**config.mk**
```make
export PLATFORM = sky130hd
export DESIGN_NAME = hazard_fwd_unit
export DESIGN_NICKNAME = d
export VERILOG_FILES = /design/src/rtl/core_pkg.sv /design/src/rtl/hazard_fwd_unit_fwd_select.sv /design/src/rtl/hazard_fwd_unit.sv
export SDC_FILE = /design/constraint.sdc
export NUM_CORES = 1
export LEC_CHECK = 0
export CAP_MARGIN = 30
export CORE_MARGIN = 1
export CORE_UTILIZATION = 56
export CTS_BUF_LIST = sky130_fd_sc_hd__clkbuf_4 sky130_fd_sc_hd__clkbuf_8
export DETAILED_ROUTE_END_ITERATION = 12
export PLACE_DENSITY = 0.95
export SKIP_LAST_GASP = 1
export SLEW_MARGIN = 20
export SYNTH_ARGS = -nofsm -noshare
export SYNTH_HDL_FRONTEND = slang
export SYNTH_SLANG_ARGS = --single-unit
export TNS_END_PERCENT = 30
```
**constraint.sdc**
```tcl
create_clock -name clk -period 3.18 [get_ports clk]
set_input_delay 0.477 -clock clk [delete_from_list [all_inputs] [get_ports clk]]
set_output_delay 0.477 -clock clk [all_outputs]
set_load 0.005 [all_outputs]
```
**src/rtl/core_pkg.sv**
```systemverilog
// Shared types and constants for the decode-stage hazard/forwarding logic.
package core_pkg;

    // Tag register index width. Wide enough for any ADDR_SIZE up to 8.
    // Narrower indices are zero-extended into it.
    localparam int TAG_RD_W = 8;

    // Bit positions inside each 2-bit bypass bus: {fwd_ra, fwd_rb}.
    localparam int BP_RA = 1;
    localparam int BP_RB = 0;

    // x0 is hardwired to zero, so it never forwards and never causes a stall.
    localparam logic [TAG_RD_W-1:0] REG_ZERO = '0;

    // Destination tag carried by each of the EX, MEM and WB stages.
    typedef struct packed {
        logic                valid;
        logic [TAG_RD_W-1:0] rd;
        logic                wr;    // writes rd (ALU/memory write or link write)
        logic                ld;    // load: data is not available until MEM
        logic                link;  // JALX link write: data is not available until WB
    } stage_tag_t;

    localparam stage_tag_t TAG_BUBBLE = '0;

    // True when the stage will deliver a new value for register r.
    function automatic logic tag_produces(input stage_tag_t t,
                                          input logic [TAG_RD_W-1:0] r);
        return t.valid & t.wr & (t.rd == r) & (r != REG_ZERO);
    endfunction

endpackage

```
**src/rtl/hazard_fwd_unit_fwd_select.sv**
```systemverilog
// Per-operand bypass priority encoder: picks the youngest producer of one
// source register and reports whether its data can be forwarded or must stall.
module fwd_select
    import core_pkg::*;
(
    input  logic [TAG_RD_W-1:0] src,
    input  logic                src_used,
    input  stage_tag_t          ex_tag,
    input  stage_tag_t          mem_tag,
    input  stage_tag_t          wb_tag,
    input  logic                mul_busy,
    output logic                hit_ex,
    output logic                hit_mem,
    output logic                hit_wb,
    output logic                stall
);

    logic prod_ex;
    logic prod_mem;
    logic prod_wb;

    // Load/link flags of the older stages have no effect on the choice:
    // by MEM a load has its data, and by WB a link value is on the write port.
    logic unused_tag_bits;
    assign unused_tag_bits = ^{mem_tag.ld, wb_tag.ld, wb_tag.link};

    assign prod_ex  = tag_produces(ex_tag,  src);
    assign prod_mem = tag_produces(mem_tag, src);
    assign prod_wb  = tag_produces(wb_tag,  src);

    // EX > MEM > WB; a younger producer that cannot forward yet stalls rather
    // than falling back to a stale older value.
    always_comb begin
        hit_ex  = 1'b0;
        hit_mem = 1'b0;
        hit_wb  = 1'b0;
        stall   = 1'b0;
        if (src_used) begin
            if (prod_ex) begin
                if (ex_tag.ld | ex_tag.link | mul_busy) begin
                    stall = 1'b1;
                end else begin
                    hit_ex = 1'b1;
                end
            end else if (prod_mem) begin
                if (mem_tag.link) begin
                    stall = 1'b1;
                end else begin
                    hit_mem = 1'b1;
                end
            end else if (prod_wb) begin
                hit_wb = 1'b1;
            end
        end
    end

endmodule

```
**src/rtl/hazard_fwd_unit.sv**
```systemverilog
// Decode-stage hazard and forwarding controller for the 5-stage core.
// Tracks EX/MEM/WB destination tags, drives the register-file bypass selects
// and stalls decode on load-use, link-use and multi-cycle multiply hazards.
module hazard_fwd_unit
    import core_pkg::*;
#(
    parameter int ADDR_SIZE = 5,
    parameter int MUL_LAT   = 3
)(
    input  logic                 clk,
    input  logic                 rst_n,
    input  logic                 D_valid,
    input  logic [ADDR_SIZE-1:0] D_ra,
    input  logic [ADDR_SIZE-1:0] D_rb,
    input  logic                 D_use_ra,
    input  logic                 D_use_rb,
    input  logic [ADDR_SIZE-1:0] D_rd,
    input  logic                 D_we,
    input  logic                 D_ld,
    input  logic                 D_link_we,
    input  logic                 D_mul,
    input  logic                 flush_D,
    output logic [1:0]           EX_D_bp,
    output logic [1:0]           MEM_D_bp,
    output logic [1:0]           WB_D_bp,
    output logic                 stall_D,
    output logic                 mul_busy
);

    // Counter only needs to hold MUL_LAT-1.
    localparam int CNT_W = (MUL_LAT > 1) ? $clog2(MUL_LAT) : 1;
    localparam logic [CNT_W-1:0] MUL_LOAD = CNT_W'(MUL_LAT - 1);
    localparam logic [CNT_W-1:0] CNT_ONE  = CNT_W'(1);

    stage_tag_t       ex_tag_p0;
    stage_tag_t       mem_tag_p1;
    stage_tag_t       wb_tag_p2;
    stage_tag_t       ex_nxt;
    stage_tag_t       mem_nxt;
    stage_tag_t       wb_nxt;
    stage_tag_t       d_tag;
    logic [CNT_W-1:0] mul_cnt;
    logic [CNT_W-1:0] mul_cnt_nxt;
    logic             d_accept;
    logic             ra_ex, ra_mem, ra_wb, ra_stall;
    logic             rb_ex, rb_mem, rb_wb, rb_stall;

    assign mul_busy = (mul_cnt != '0);

    // Tag the decode instruction would carry into EX.
    assign d_tag = '{valid: 1'b1,
                     rd:    TAG_RD_W'(D_rd),
                     wr:    D_we | D_link_we,
                     ld:    D_ld,
                     link:  D_link_we};

    fwd_select u_fwd_ra (
        .src      (TAG_RD_W'(D_ra)),
        .src_used (D_valid & D_use_ra),
        .ex_tag   (ex_tag_p0),
        .mem_tag  (mem_tag_p1),
        .wb_tag   (wb_tag_p2),
        .mul_busy (mul_busy),
        .hit_ex   (ra_ex),
        .hit_mem  (ra_mem),
        .hit_wb   (ra_wb),
        .stall    (ra_stall)
    );

    fwd_select u_fwd_rb (
        .src      (TAG_RD_W'(D_rb)),
        .src_used (D_valid & D_use_rb),
        .ex_tag   (ex_tag_p0),
        .mem_tag  (mem_tag_p1),
        .wb_tag   (wb_tag_p2),
        .mul_busy (mul_busy),
        .hit_ex   (rb_ex),
        .hit_mem  (rb_mem),
        .hit_wb   (rb_wb),
        .stall    (rb_stall)
    );

    // A flushed decode instruction is dead, so it can neither stall nor be accepted.
    assign stall_D  = D_valid & ~flush_D & (ra_stall | rb_stall | mul_busy);
    assign d_accept = D_valid & ~flush_D & ~stall_D;

    // Bypass selects; squashed while stalled so the bubble reads nothing.
    always_comb begin
        EX_D_bp  = 2'b00;
        MEM_D_bp = 2'b00;
        WB_D_bp  = 2'b00;
        if (!stall_D) begin
            EX_D_bp[BP_RA]  = ra_ex;
            EX_D_bp[BP_RB]  = rb_ex;
            MEM_D_bp[BP_RA] = ra_mem;
            MEM_D_bp[BP_RB] = rb_mem;
            WB_D_bp[BP_RA]  = ra_wb;
            WB_D_bp[BP_RB]  = rb_wb;
        end
    end

    // Tag advance: a busy multiply holds EX and drains MEM/WB behind it;
    // otherwise the pipe shifts and EX takes the decode tag or a bubble.
    always_comb begin
        ex_nxt  = ex_tag_p0;
        mem_nxt = mem_tag_p1;
        wb_nxt  = wb_tag_p2;
        if (mul_busy) begin
            mem_nxt = TAG_BUBBLE;
            wb_nxt  = mem_tag_p1;
        end else begin
            wb_nxt  = mem_tag_p1;
            mem_nxt = ex_tag_p0;
            ex_nxt  = d_accept ? d_tag : TAG_BUBBLE;
        end
    end

    // Multiply occupancy: load on acceptance, then count down to idle.
    always_comb begin
        mul_cnt_nxt = mul_cnt;
        if (d_accept && D_mul) begin
            mul_cnt_nxt = MUL_LOAD;
        end else if (mul_busy) begin
            mul_cnt_nxt = mul_cnt - CNT_ONE;
        end
    end

    // ---- EX / MEM / WB tag registers and multiply counter ----
    // Reset clears all tags and abandons any multiply in flight.
    always_ff @(posedge clk or negedge rst_n) begin
        if (!rst_n) begin
            ex_tag_p0  <= TAG_BUBBLE;
            mem_tag_p1 <= TAG_BUBBLE;
            wb_tag_p2  <= TAG_BUBBLE;
            mul_cnt    <= '0;
        end else begin
            ex_tag_p0  <= ex_nxt;
            mem_tag_p1 <= mem_nxt;
            wb_tag_p2  <= wb_nxt;
            mul_cnt    <= mul_cnt_nxt;
        end
    end

endmodule

```
==> results of run 1 <==
-- path summary, 6_finish.rpt --
| kind | to | startpoint | cells after the start |
|---|---|---|---|
| worst max register to register | mul_cnt[1]$_DFFE_PN0P_ | ex_tag_p0[5]$_DFFE_PN0N_ | 8 |
| min in group asynchronous | wb_tag_p2[2]$_DFF_PN0_ | rst_n | 2 |
| worst min register to register | wb_tag_p2[2]$_DFF_PN0_ | mem_tag_p1[2]$_DFF_PN0_ | 0 |
| worst max-delay path | stall_D | D_rb[0] | 7 |
| worst min-delay path | wb_tag_p2[2]$_DFF_PN0_ | mem_tag_p1[2]$_DFF_PN0_ | 0 |
| max in group asynchronous | mem_tag_p1[3]$_DFF_PN0_ | rst_n | 2 |
-- cell type report --
type,count,area (um^2),share of cell area [%]
multi-input combinational,111,825.8,39.78
sequential,26,650.6,31.34
timing repair buffer,54,499.2,24.05
tap,30,37.54,1.808
clock buffer,4,36.28,1.748
inverter,7,26.28,1.266
-- layer usage --
metal  GRT usage [%]  routed length [um]
met1           36.96                1645
met5               0                   0
met3           4.598                 283
met2           52.92                2192
met4           12.72                 221
-- timing repair --
item | 4_1_cts | 5_1_grt
gates cloned | 0 | 0
hold buffers | 0 | 0
setup endpoints to repair | 7 | 7
setup buffers | 1 | 0
pin swaps | 3 | 6
resized for setup | 5 | 12
-- worst max-delay path, stage by stage --
cell and delay, ps:
clkdlybuf4s50_1 620, inv_1 130, a2111oi_1 420, a32oi_1 150, or2_2 340, a31oi_4 200, clkdlybuf4s50_1 520
-- cell usage in the layout, fill, tap and decap left out, types with 2 or more instances in the layout --
| master | synthesis | layout |
|---|---|---|
| dfrtp_1 | 26 | 26 |
| clkdlybuf4s50_1 | 0 | 22 |
| buf_4 | 0 | 22 |
| xor2_1 | 18 | 18 |
| nand2_1 | 17 | 17 |
| xnor2_1 | 12 | 12 |
| nor3_1 | 9 | 8 |
| inv_1 | 7 | 7 |
| nor2_1 | 7 | 7 |
| dlymetal6s2s_1 | 0 | 7 |
| and2_1 | 6 | 6 |
| o2bb2ai_1 | 6 | 6 |
| nand4_1 | 4 | 4 |
| a2111oi_1 | 2 | 3 |
| a21oi_1 | 3 | 3 |
| clkbuf_4 | 0 | 3 |
| dlygate4sd2_1 | 0 | 3 |
| nor4_2 | 2 | 2 |
| nor4_4 | 1 | 2 |
| a21boi_2 | 2 | 2 |
| nand3_1 | 2 | 2 |
| o21ai_0 | 3 | 2 |
| o22ai_1 | 2 | 2 |
-- cells by family (layout without fill, tap and decap cells) --
logic type,after synthesis,in the layout,synth area share (%)
and+or+nand+nor,52,52,18.87
buffers and inverters,10,65,2.623
xor gates and xnor gates,30,30,17.77
DFF,26,26,43.99
adders and majority gates,1,1,0.8459
muxes,2,2,1.438
AOI/OAI and AO/OA,26,26,14.47
-- registers in the layout, summed over array words and instances (netlist names) --
| register | count |
|---|---|
| ex_tag_p0 | 9 |
| wb_tag_p2 | 7 |
| mem_tag_p1 | 8 |
| mul_cnt | 2 |
-- power by group through the flow --
stage,Sequential (mW),Combinational [mW],Clock (mW)
finish,0.522,0.497,0.169
global route,0.532,0.545,0.183
CTS,0.520,0.477,0.171
floorplan,0.498,0.302,0
detailed placement,0.526,0.464,0
global placement,0.515,0.434,0
-- through the flow --
stage          utilization [%]  hold slack (ps)
6_report                 83.79            392.5
3_5_place_dp             80.00            363.7
2_1_floorplan                -            181.4
3_3_place_gp             80.00            355.9
5_1_grt                  83.79            412.5
4_1_cts                  82.22            394.8
==> metrics.cfg, run 1 <==
[run_status]
outcome = complete, but fails checks
violations = setup timing

[power_and_ir_drop]
ir_drop_v = 0.0004884
pwr-share-seq_pct = 43.9
netSwitchingFraction_pct = 39.01
power_mw = 1.189
powerDensity_mw_per_mm2 = 572.9
p_int_mw = 0.7253
p_sw_mw = 0.4639
p_leak_nw = 0.9645
power_frac_comb_pct = 41.8
clockPowerShare_pct = 14.3

[sta]
drv_slew = 0
tns_ps = -203.7
period_minus_slack_ps = 3332
fmax_ghz = 0.3002
skew_ps = 4.857
finalSetupViolations = 3
worst_slack_ps = -151.6
hold_viol = 0
finalCritPeriodShare_pct = 104.8
max_slew_margin_pct = 69.74
worstMarginPinSlew_ps = 450.4
rsz0062_at_grt = true

[synth]
synth_edf_count = 0
syn_nets = 173
synthTopCellsByCount = 26 x dfrtp_1, 18 x xor2_1, 17 x nand2_1
synthFlopType = dfrtp_1
synth.top_cell.area_share_pct = 43.99
seq_area_frac_synth_pct = 43.99
yosysMostFrequentCell = dfrtp_1
yosysUniqueCellTypes = 35
yosys.area.top_type = dfrtp_1
ys_seq_elements = 26
avgSynthCellArea_um2 = 10.06
syn_area_mm2 = 0.001479
yosys-top-cells-area = dfrtp_1 44%, xor2_1 11%, xnor2_1 7.1%
postSynth.asyncResetShare_pct = 100.0
synthesis.instances = 147
synth_warnings = 0

[critical_path]
worstSetupStartpointType = input port
r2r_slack_ps = 920
end_kind = primary output
path_max_fanout = 4
path_class = in -> out
cp.required_ps = 2700
arrival_ps = 2850

[finish]
nets = 229
final_area_mm2 = 0.002076
diodes = 0
syn_to_final_growth_pct = 40.36
drive_gt1_share_pct = 18.81
fillers = 131
stdcell_count = 232

[placed_design]
port_buffers = 32
postPlaceCellArea_mm2 = 0.001982
pre_cts_ws_ps = -327.2
hpwlAfterDp_um = 3063
finalWeightedCongestion = 0.9356
dp.cells = 227

[die]
dieArea_mm2 = 0.002850
die_h_um = 53.39
die_w_um = 53.39
start_util_pct = 59.70
rows = 18
ioPinCount = 33
core_mm2 = 0.002477

[clock_network]
path_clk_slew_ps = 140
htreeDepth = 1
root_buffer = clkbuf_4
cts_tree = yes
cts.path.max_buffers = 2
insertion_delay_ps = 320
clock_sinks = 26
cts_buffers = 3

[global_route]
grt_pass1_wl_um = 6078
grt_util_all_layers_pct = 30.48
grt_max_degree = 27
gr-total-overflow = 0
grt_pass1_vias = 1339
antenna_found_initial = 0

[route]
antenna_left = 0
via_per_inst = 5.970
wl_per_cell_um = 18.72
vias = 1385
totalWireLength_um = 4342
first_iter_violations = 43
firstDrtPassIters = 4
drc_errors = 0

[flow_run]
maxCapViolCount = 0

[hold_path]
hp-class = reg -> reg

Power figures use the tool's default switching activity.
==> run 2: changes to the inputs <==
--- a/config.mk
+++ b/config.mk
@@ -6,7 +6,7 @@
 export NUM_CORES = 1
 export LEC_CHECK = 0
 export CAP_MARGIN = 30
-export CORE_MARGIN = 1
+export CORE_MARGIN = 2
 export CORE_UTILIZATION = 56
 export CTS_BUF_LIST = sky130_fd_sc_hd__clkbuf_4 sky130_fd_sc_hd__clkbuf_8
 export DETAILED_ROUTE_END_ITERATION = 12
==> run 2 against run 1 <==
  * The flow still finishes with violations (setup timing)
  * Sequential power barely moved
  * Critical path type unchanged
  * Sequential share of layout area down 0.43 points
  * Flip-flop and latch count unchanged
  * Combinational power is 2% lower
  * Via count decreased by 3.1%
  * Clock-buffer cell count down 1
  * First-iteration DRC count up 40%
  * Largest cell class unchanged
  * Clock power shrank 13%
==> metrics.cfg, run 2 (synthesis gave the netlist of run 1 again) <==
[global_route]
gr-total-overflow = 0  ; unchanged
grt-busiest-layer = met2  ; unchanged
gr-usage-met3_pct = 4.450  ; was 4.598%
grt_pass1_vias = 1453  ; was 1,339
globalRouteMet2Util_pct = 46.60  ; was 52.92%
antenna_found_initial = 0  ; unchanged
use_met1_pct = 35.16  ; was 36.96%
grt_util_all_layers_pct = 27.30  ; was 30.48%
grt_pass1_wl_um = 6617  ; was 6078 um
grt_max_degree = 27  ; unchanged

[critical_path]
reg2reg_to = mul_cnt[1]$_DFFE_PN0P_  ; unchanged
cp.required_ps = 2700  ; about the same
reg2reg_from = ex_tag_p0[5]$_DFFE_PN0N_  ; unchanged
worstSetupStartpointType = input port  ; unchanged
arrival_ps = 2770  ; was 2850 ps
crit_chain = clkdlybuf4s50_1 -> buf_4 -> xnor2_1 -> nand4_1 -> nor4_2 -> a32oi_2 -> buf_4 -> o21ai_0 -> nor2_1 -> clkdlybuf4s50_1  ; was clkdlybuf4s50_1 -> inv_1 -> a2111oi_1 -> a32oi_1 -> or2_2 -> a31oi_4 -> clkdlybuf4s50_1
path_class = in -> out  ; unchanged
r2r_cells = 8  ; unchanged
r2r_slack_ps = 950  ; was 920 ps
path_max_fanout = 3  ; was 4
critical-path-slowest-cell = clkdlybuf4s50_1  ; unchanged
slowest_delay_ps = 460  ; was 620 ps
end_kind = primary output  ; unchanged

[sta]
rsz0062_at_grt = true  ; unchanged
fmax_ghz = 0.3082  ; was 0.3002 GHz
worst_slack_ps = -65.10  ; was -151.6 ps
worstMarginPinSlew_ps = 443.0  ; was 450.4 ps
hold_viol = 0  ; unchanged
max_slew_margin_pct = 70.38  ; was 69.74%
finalSetupViolations = 4  ; was 3
drv_slew = 0  ; unchanged
skew_ps = 2.753  ; was 4.857 ps
finalCritPeriodShare_pct = 102.0  ; was 104.8%
period_minus_slack_ps = 3245  ; was 3332 ps
holdWs_ps = 402.9  ; was 392.5 ps

[die]
core_mm2 = 0.002500  ; was 0.002477 mm^2
die_w_um = 55.39  ; was 53.39 um
rows = 18  ; unchanged
start_util_pct = 59.16  ; was 59.70%
dieArea_mm2 = 0.003068  ; was 0.002850 mm^2
die_h_um = 55.39  ; was 53.39 um
ioPinCount = 33  ; unchanged

[flow_run]
maxCapViolCount = 0  ; unchanged

[route]
via_per_inst = 5.711  ; was 5.970
wl_per_cell_um = 16.92  ; was 18.72 um
firstDrtPassIters = 4  ; unchanged
vias = 1342  ; was 1,385
drc_errors = 0  ; unchanged
first_iter_violations = 60  ; was 43
antenna_left = 0  ; unchanged
totalWireLength_um = 3976  ; was 4342 um

[clock_network]
clock_sinks = 26  ; unchanged
root_buffer = clkbuf_4  ; unchanged
cts_buffers = 3  ; unchanged
insertion_delay_ps = 330  ; was 320 ps
cts_tree = yes  ; unchanged
path_clk_slew_ps = 140  ; about the same
htreeDepth = 1  ; unchanged
cts.path.max_buffers = 2  ; unchanged
holdBufCountCts = 0  ; unchanged

[placed_design]
postPlaceCellArea_mm2 = 0.002004  ; was 0.001982 mm^2
port_buffers = 32  ; unchanged
hpwlAfterDp_um = 2893  ; was 3063 um
dp.cells = 230  ; was 227
finalWeightedCongestion = 0.9052  ; was 0.9356

[finish]
diodes = 0  ; unchanged
stdcell_count = 235  ; was 232
reg.largest.list = ex_tag_p0 x9, mem_tag_p1 x8, wb_tag_p2 x7  ; unchanged
syn_to_final_growth_pct = 42.30  ; was 40.36%
layout_common_cells = 26 x dfrtp_1, 26 x buf_4, 25 x clkdlybuf4s50_1  ; was 26 x dfrtp_1, 22 x clkdlybuf4s50_1, 22 x buf_4
drive_gt1_share_pct = 21.46  ; was 18.81%
final_area_mm2 = 0.002105  ; was 0.002076 mm^2
largest_register = ex_tag_p0  ; unchanged
largest_reg_flops = 9  ; unchanged
nets = 233  ; was 229

[hold_path]
hold_start = mem_tag_p1[11]$_DFF_PN0_  ; was mem_tag_p1[2]$_DFF_PN0_
hp-class = reg -> reg  ; unchanged
hold_path_end = wb_tag_p2[11]$_DFF_PN0_  ; was wb_tag_p2[2]$_DFF_PN0_
hold_depth = 0  ; unchanged

[power_and_ir_drop]
ir_drop_v = 0.0005422  ; was 0.0004884 V
powerDensity_mw_per_mm2 = 549.8  ; was 572.9 mW/mm^2
p_leak_nw = 0.9403  ; was 0.9645 nW

[run_status]
outcome = complete, but fails checks  ; unchanged
violations = setup timing  ; unchanged

-- run 2: cell count changes in the layout (fill, tap and decap cells not counted), moves of 2 or more --
cell and change:
dlygate4sd2_1 -2, a2111oi_1 -3, dlymetal6s2s_1 -2, clkdlybuf4s50_1 +3, buf_4 +4, a2111oi_2 +3
-- run 2: cell type report --
| cell class | count | area [um^2] |
|---|---|---|
| Tap cell | 30 | 37.54 |
| Sequential cell | 26 | 650.6 |
| Inverter | 7 | 26.28 |
| Timing Repair Buffer | 58 | 526.8 |
| Fill cell | 131 | 395.4 |
| Clock buffer | 3 | 22.52 |
| Multi-Input combinational cell | 111 | 840.8 |
-- run 2: what timing repair did --
action	CTS	global route
pin swaps	4	0
hold endpoints to repair	0	0
resized for setup	11	6
setup endpoints to repair	7	7
cloned	0	0
setup buffers	2	0
-- run 2: metal layers --
metal | wire, um | vias to the layer above
met3 | 230 | 9
li1 | - | 632
met4 | 71 | 0
met2 | 2018 | 61
met1 | 1655 | 640
met5 | 0 | -
-- run 2: worst max-delay path by stage --
stage | startpoint | to | slack, ps
2_1_floorplan | D_ra[3] | WB_D_bp[0] | 790
3_3_place_gp | D_rb[1] | WB_D_bp[1] | -180
3_5_place_dp | D_rb[1] | WB_D_bp[1] | -320
4_1_cts | D_ra[0] | stall_D | -80
5_1_grt | D_ra[3] | EX_D_bp[0] | -170
6_report | D_ra[0] | EX_D_bp[0] | -70
-- run 2: worst max-delay path: cells and delay by family --
kind | cells | cell delay [ps]
AO/OA/AOI/OAI | 2 | 290
XOR/XNOR | 1 | 170
buffers and inverters | 4 | 1230
AND/OR/NAND/NOR | 3 | 590
-- run 2: power by group --
| group | internal (mW) | switching (mW) |
|---|---|---|
| Combinational | 0.231 | 0.258 |
| Sequential | 0.427 | 0.0934 |
| Clock | 0.0446 | 0.103 |
-- run 2: per-stage QoR --
stage	setup slack, ps	power, mW	TNS (ps)	util, %
6_report	-65.10	1.157	-181.9	84.18
5_1_grt	-166.8	1.228	-810.6	84.18
4_1_cts	-82.83	1.145	-246.6	83.33
3_5_place_dp	-323.5	0.9877	-1100	80.18
3_3_place_gp	-177.4	0.9513	-502.7	80.18
2_1_floorplan	788.9	0.7996	0	-
==> run 3: changes to the inputs <==
--- a/config.mk
+++ b/config.mk
@@ -5,12 +5,11 @@
 export SDC_FILE = /design/constraint.sdc
 export NUM_CORES = 1
 export LEC_CHECK = 0
-export CAP_MARGIN = 30
 export CORE_MARGIN = 2
-export CORE_UTILIZATION = 56
-export CTS_BUF_LIST = sky130_fd_sc_hd__clkbuf_4 sky130_fd_sc_hd__clkbuf_8
+export CORE_UTILIZATION = 53
 export DETAILED_ROUTE_END_ITERATION = 12
-export PLACE_DENSITY = 0.95
+export PLACE_DENSITY = 0.94
+export SETUP_SLACK_MARGIN = 0.05
 export SKIP_LAST_GASP = 1
 export SLEW_MARGIN = 20
 export SYNTH_ARGS = -nofsm -noshare
==> run 3 against run 2 <==
  * The run still ends with setup timing left
  * Sequential power increased by 2%
  * Wire length rose by 30%
  * First-iteration DRC count rose by 77%
  * Critical path depth fell by 1
  * Largest cell class unchanged
  * Combinational power is 13% higher
  * Flip-flop and latch count stayed put
  * Sequential share of layout area is 1.3 points lower
  * Fmax is 2.0% lower
  * Global-route usage grew 4.6 points
  * Setup slack got worse by 66 ps
  * Cell count is 4.3% higher
  * Critical path type is now reg -> out
==> metrics.cfg, run 3 (synthesis gave the netlist of run 1 again) <==
[run_status]
outcome = complete, but fails checks  ; unchanged
violations = setup timing  ; unchanged

[sta]
finalCritPeriodShare_pct = 104.1  ; was 102.0%
skew_ps = 17.91  ; was 2.753 ps
drv_slew = 0  ; unchanged
fmax_ghz = 0.3020  ; was 0.3082 GHz
finalSetupViolations = 6  ; was 4
tns_ps = -426.8  ; was -181.9 ps
rsz0062_at_grt = true  ; unchanged
worst_slack_ps = -131.2  ; was -65.10 ps
hold_viol = 0  ; unchanged
max_slew_margin_pct = 72.70  ; was 70.38%
period_minus_slack_ps = 3311  ; was 3245 ps
worstMarginPinSlew_ps = 408.3  ; was 443.0 ps

[global_route]
gr-total-overflow = 0  ; unchanged
grt_max_degree = 27  ; unchanged
grt_pass1_wl_um = 7672  ; was 6617 um
grt_pass1_vias = 1633  ; was 1,453
grt_util_all_layers_pct = 31.86  ; was 27.30%
antenna_found_initial = 0  ; unchanged

[route]
totalWireLength_um = 5177  ; was 3976 um
via_per_inst = 6.245  ; was 5.711
first_iter_violations = 106  ; was 60
wl_per_cell_um = 21.13  ; was 16.92 um
firstDrtPassIters = 5  ; was 4
drc_errors = 0  ; unchanged
antenna_left = 0  ; unchanged
vias = 1530  ; was 1,342

[clock_network]
insertion_delay_ps = 330  ; about the same
cts_tree = yes  ; unchanged
cts_buffers = 3  ; unchanged
htreeDepth = 1  ; unchanged
cts.path.max_buffers = 2  ; unchanged
path_clk_slew_ps = 160  ; was 140 ps
root_buffer = clkbuf_4  ; unchanged
clock_sinks = 26  ; unchanged

[die]
core_mm2 = 0.002710  ; was 0.002500 mm^2
die_w_um = 56.83  ; was 55.39 um
start_util_pct = 54.57  ; was 59.16%
dieArea_mm2 = 0.003229  ; was 0.003068 mm^2
ioPinCount = 33  ; unchanged
die_h_um = 56.83  ; was 55.39 um
rows = 19  ; was 18

[power_and_ir_drop]
powerDensity_mw_per_mm2 = 572.5  ; was 549.8 mW/mm^2
pwr-share-seq_pct = 41.9  ; was 45.0%
power_frac_comb_pct = 44.1  ; was 42.3%
power_mw = 1.259  ; was 1.157 mW
ir_drop_v = 0.0007001  ; was 0.0005422 V
netSwitchingFraction_pct = 40.26  ; was 39.26%
p_sw_mw = 0.5067  ; was 0.4543 mW
clockPowerShare_pct = 14.0  ; was 12.7%
p_leak_nw = 0.9787  ; was 0.9403 nW
p_int_mw = 0.7519  ; was 0.7028 mW

[finish]
final_common_cell = buf_4
layout_common_cells = 32 x buf_4, 25 x dfrtp_1, 19 x clkdlybuf4s50_1  ; was 26 x dfrtp_1, 26 x buf_4, 25 x clkdlybuf4s50_1
drive_gt1_share_pct = 28.50  ; was 21.46%
diodes = 0  ; unchanged
fillers = 164  ; was 131
syn_to_final_growth_pct = 48.65  ; was 42.30%
nets = 241  ; was 233
largest_reg_flops = 9  ; unchanged
largest_register = ex_tag_p0  ; unchanged
reg.largest.list = ex_tag_p0 x9, mem_tag_p1 x8, wb_tag_p2 x7  ; unchanged

[hold_path]
hold_start = mem_tag_p1[2]$_DFF_PN0_  ; was mem_tag_p1[11]$_DFF_PN0_
hold_depth = 0  ; unchanged
hp-class = reg -> reg  ; unchanged
hold_path_end = wb_tag_p2[2]$_DFF_PN0_  ; was wb_tag_p2[11]$_DFF_PN0_

[critical_path]
r2r_slack_ps = 660  ; was 950 ps
reg2reg_to = mul_cnt[0]$_DFFE_PN0P_  ; was mul_cnt[1]$_DFFE_PN0P_
critical-path-slowest-cell = clkdlybuf4s50_1  ; unchanged
path_class = reg -> out  ; was in -> out
arrival_ps = 2830  ; was 2770 ps
crit_chain = xor2_1 -> nor4_2 -> buf_4 -> buf_4 -> a32oi_1 -> or2_4 -> a31oi_4 -> buf_4 -> clkdlybuf4s50_1  ; was clkdlybuf4s50_1 -> buf_4 -> xnor2_1 -> nand4_1 -> nor4_2 -> a32oi_2 -> buf_4 -> o21ai_0 -> nor2_1 -> clkdlybuf4s50_1
worstSetupStartpointType = register  ; was input port
end_kind = primary output  ; unchanged
r2r_cells = 10  ; was 8
cpMostUsedCell = buf_4
reg2reg_from = ex_tag_p0[3]$_DFFE_PN0N_  ; was ex_tag_p0[5]$_DFFE_PN0N_
slowest_delay_ps = 480  ; was 460 ps
path_max_fanout = 4  ; was 3
cp.required_ps = 2700  ; about the same

[flow_run]
maxCapViolCount = 0  ; unchanged

[placed_design]
finalWeightedCongestion = 0.9363  ; was 0.9052
hpwlAfterDp_um = 3265  ; was 2893 um
port_buffers = 32  ; unchanged

run 3: critical path, delay by kind of cell (launching register included):
kind	cells	cell delay (ps)
buffers and inverters	4	920
AND/OR/NAND/NOR	2	650
flip-flops	1	470
AO/OA/AOI/OAI	2	240
XOR/XNOR	1	220
run 3: final cells by class:
cell class	count	area, um^2	share of cell area (%)
tap	31	38.79	1.764
sequential	26	651.9	29.65
inverter	7	26.28	1.195
multi-input combinational	111	882.1	40.13
timing repair buffer	66	563.0	25.61
clock buffer	4	36.28	1.651
run 3: power groups by stage:
stage	Sequential, mW	Clock (mW)	Combinational (mW)
after floorplan	0.498	0	0.302
after global placement	0.517	0	0.440
after detailed placement	0.526	0	0.472
after CTS	0.523	0.177	0.502
after global routing	0.536	0.196	0.592
final	0.528	0.176	0.555
run 3: how the worst max path moves through the flow:
| stage | start | endpoint | slack, ps | cells after the start |
|---|---|---|---|---|
| 2_1_floorplan | D_ra[3] | WB_D_bp[0] | 790 | 6 |
| 4_1_cts | D_ra[2] | WB_D_bp[0] | 60 | 9 |
| 6_report | ex_tag_p0[3]$_DFFE_PN0N_ | stall_D | -130 | 9 |
| 5_1_grt | ex_tag_p0[6]$_DFFE_PN0N_ | stall_D | -190 | 9 |
| 3_5_place_dp | D_ra[1] | WB_D_bp[0] | -390 | 8 |
| 3_3_place_gp | D_rb[2] | WB_D_bp[1] | -290 | 8 |
run 3: metal layers:
layer | wire (um) | share of wire, % | GRT usage (%)
met5 | 0 | 0 | 0
met4 | 420 | 8.1 | 22.26
met3 | 299 | 5.8 | 6.682
met2 | 2575 | 50 | 54.82
met1 | 1882 | 36 | 34.53
run 3: what timing repair did:
item,CTS,global route
setup buffers,2,4
pin swaps,8,4
hold buffers,0,0
gates resized for setup,26,12
endpoints found under the setup margin,7,7
run 3: through the flow:
| step | std cells | instance area (um^2) | setup slack (ps) | hold WS [ps] | util [%] |
|---|---|---|---|---|---|
| floorplan | 147 | 1479 | 788.9 | 181.4 | - |
| global placement | 235 | 2036 | -294.6 | 357.0 | 75.12 |
| detailed placement | 235 | 2036 | -394.7 | 358.9 | 75.12 |
| CTS | 241 | 2137 | 56.32 | 391.2 | 78.86 |
| global route | 245 | 2198 | -186.9 | 411.7 | 81.12 |
| finish | 245 | 2198 | -131.2 | 390.5 | 81.12 |
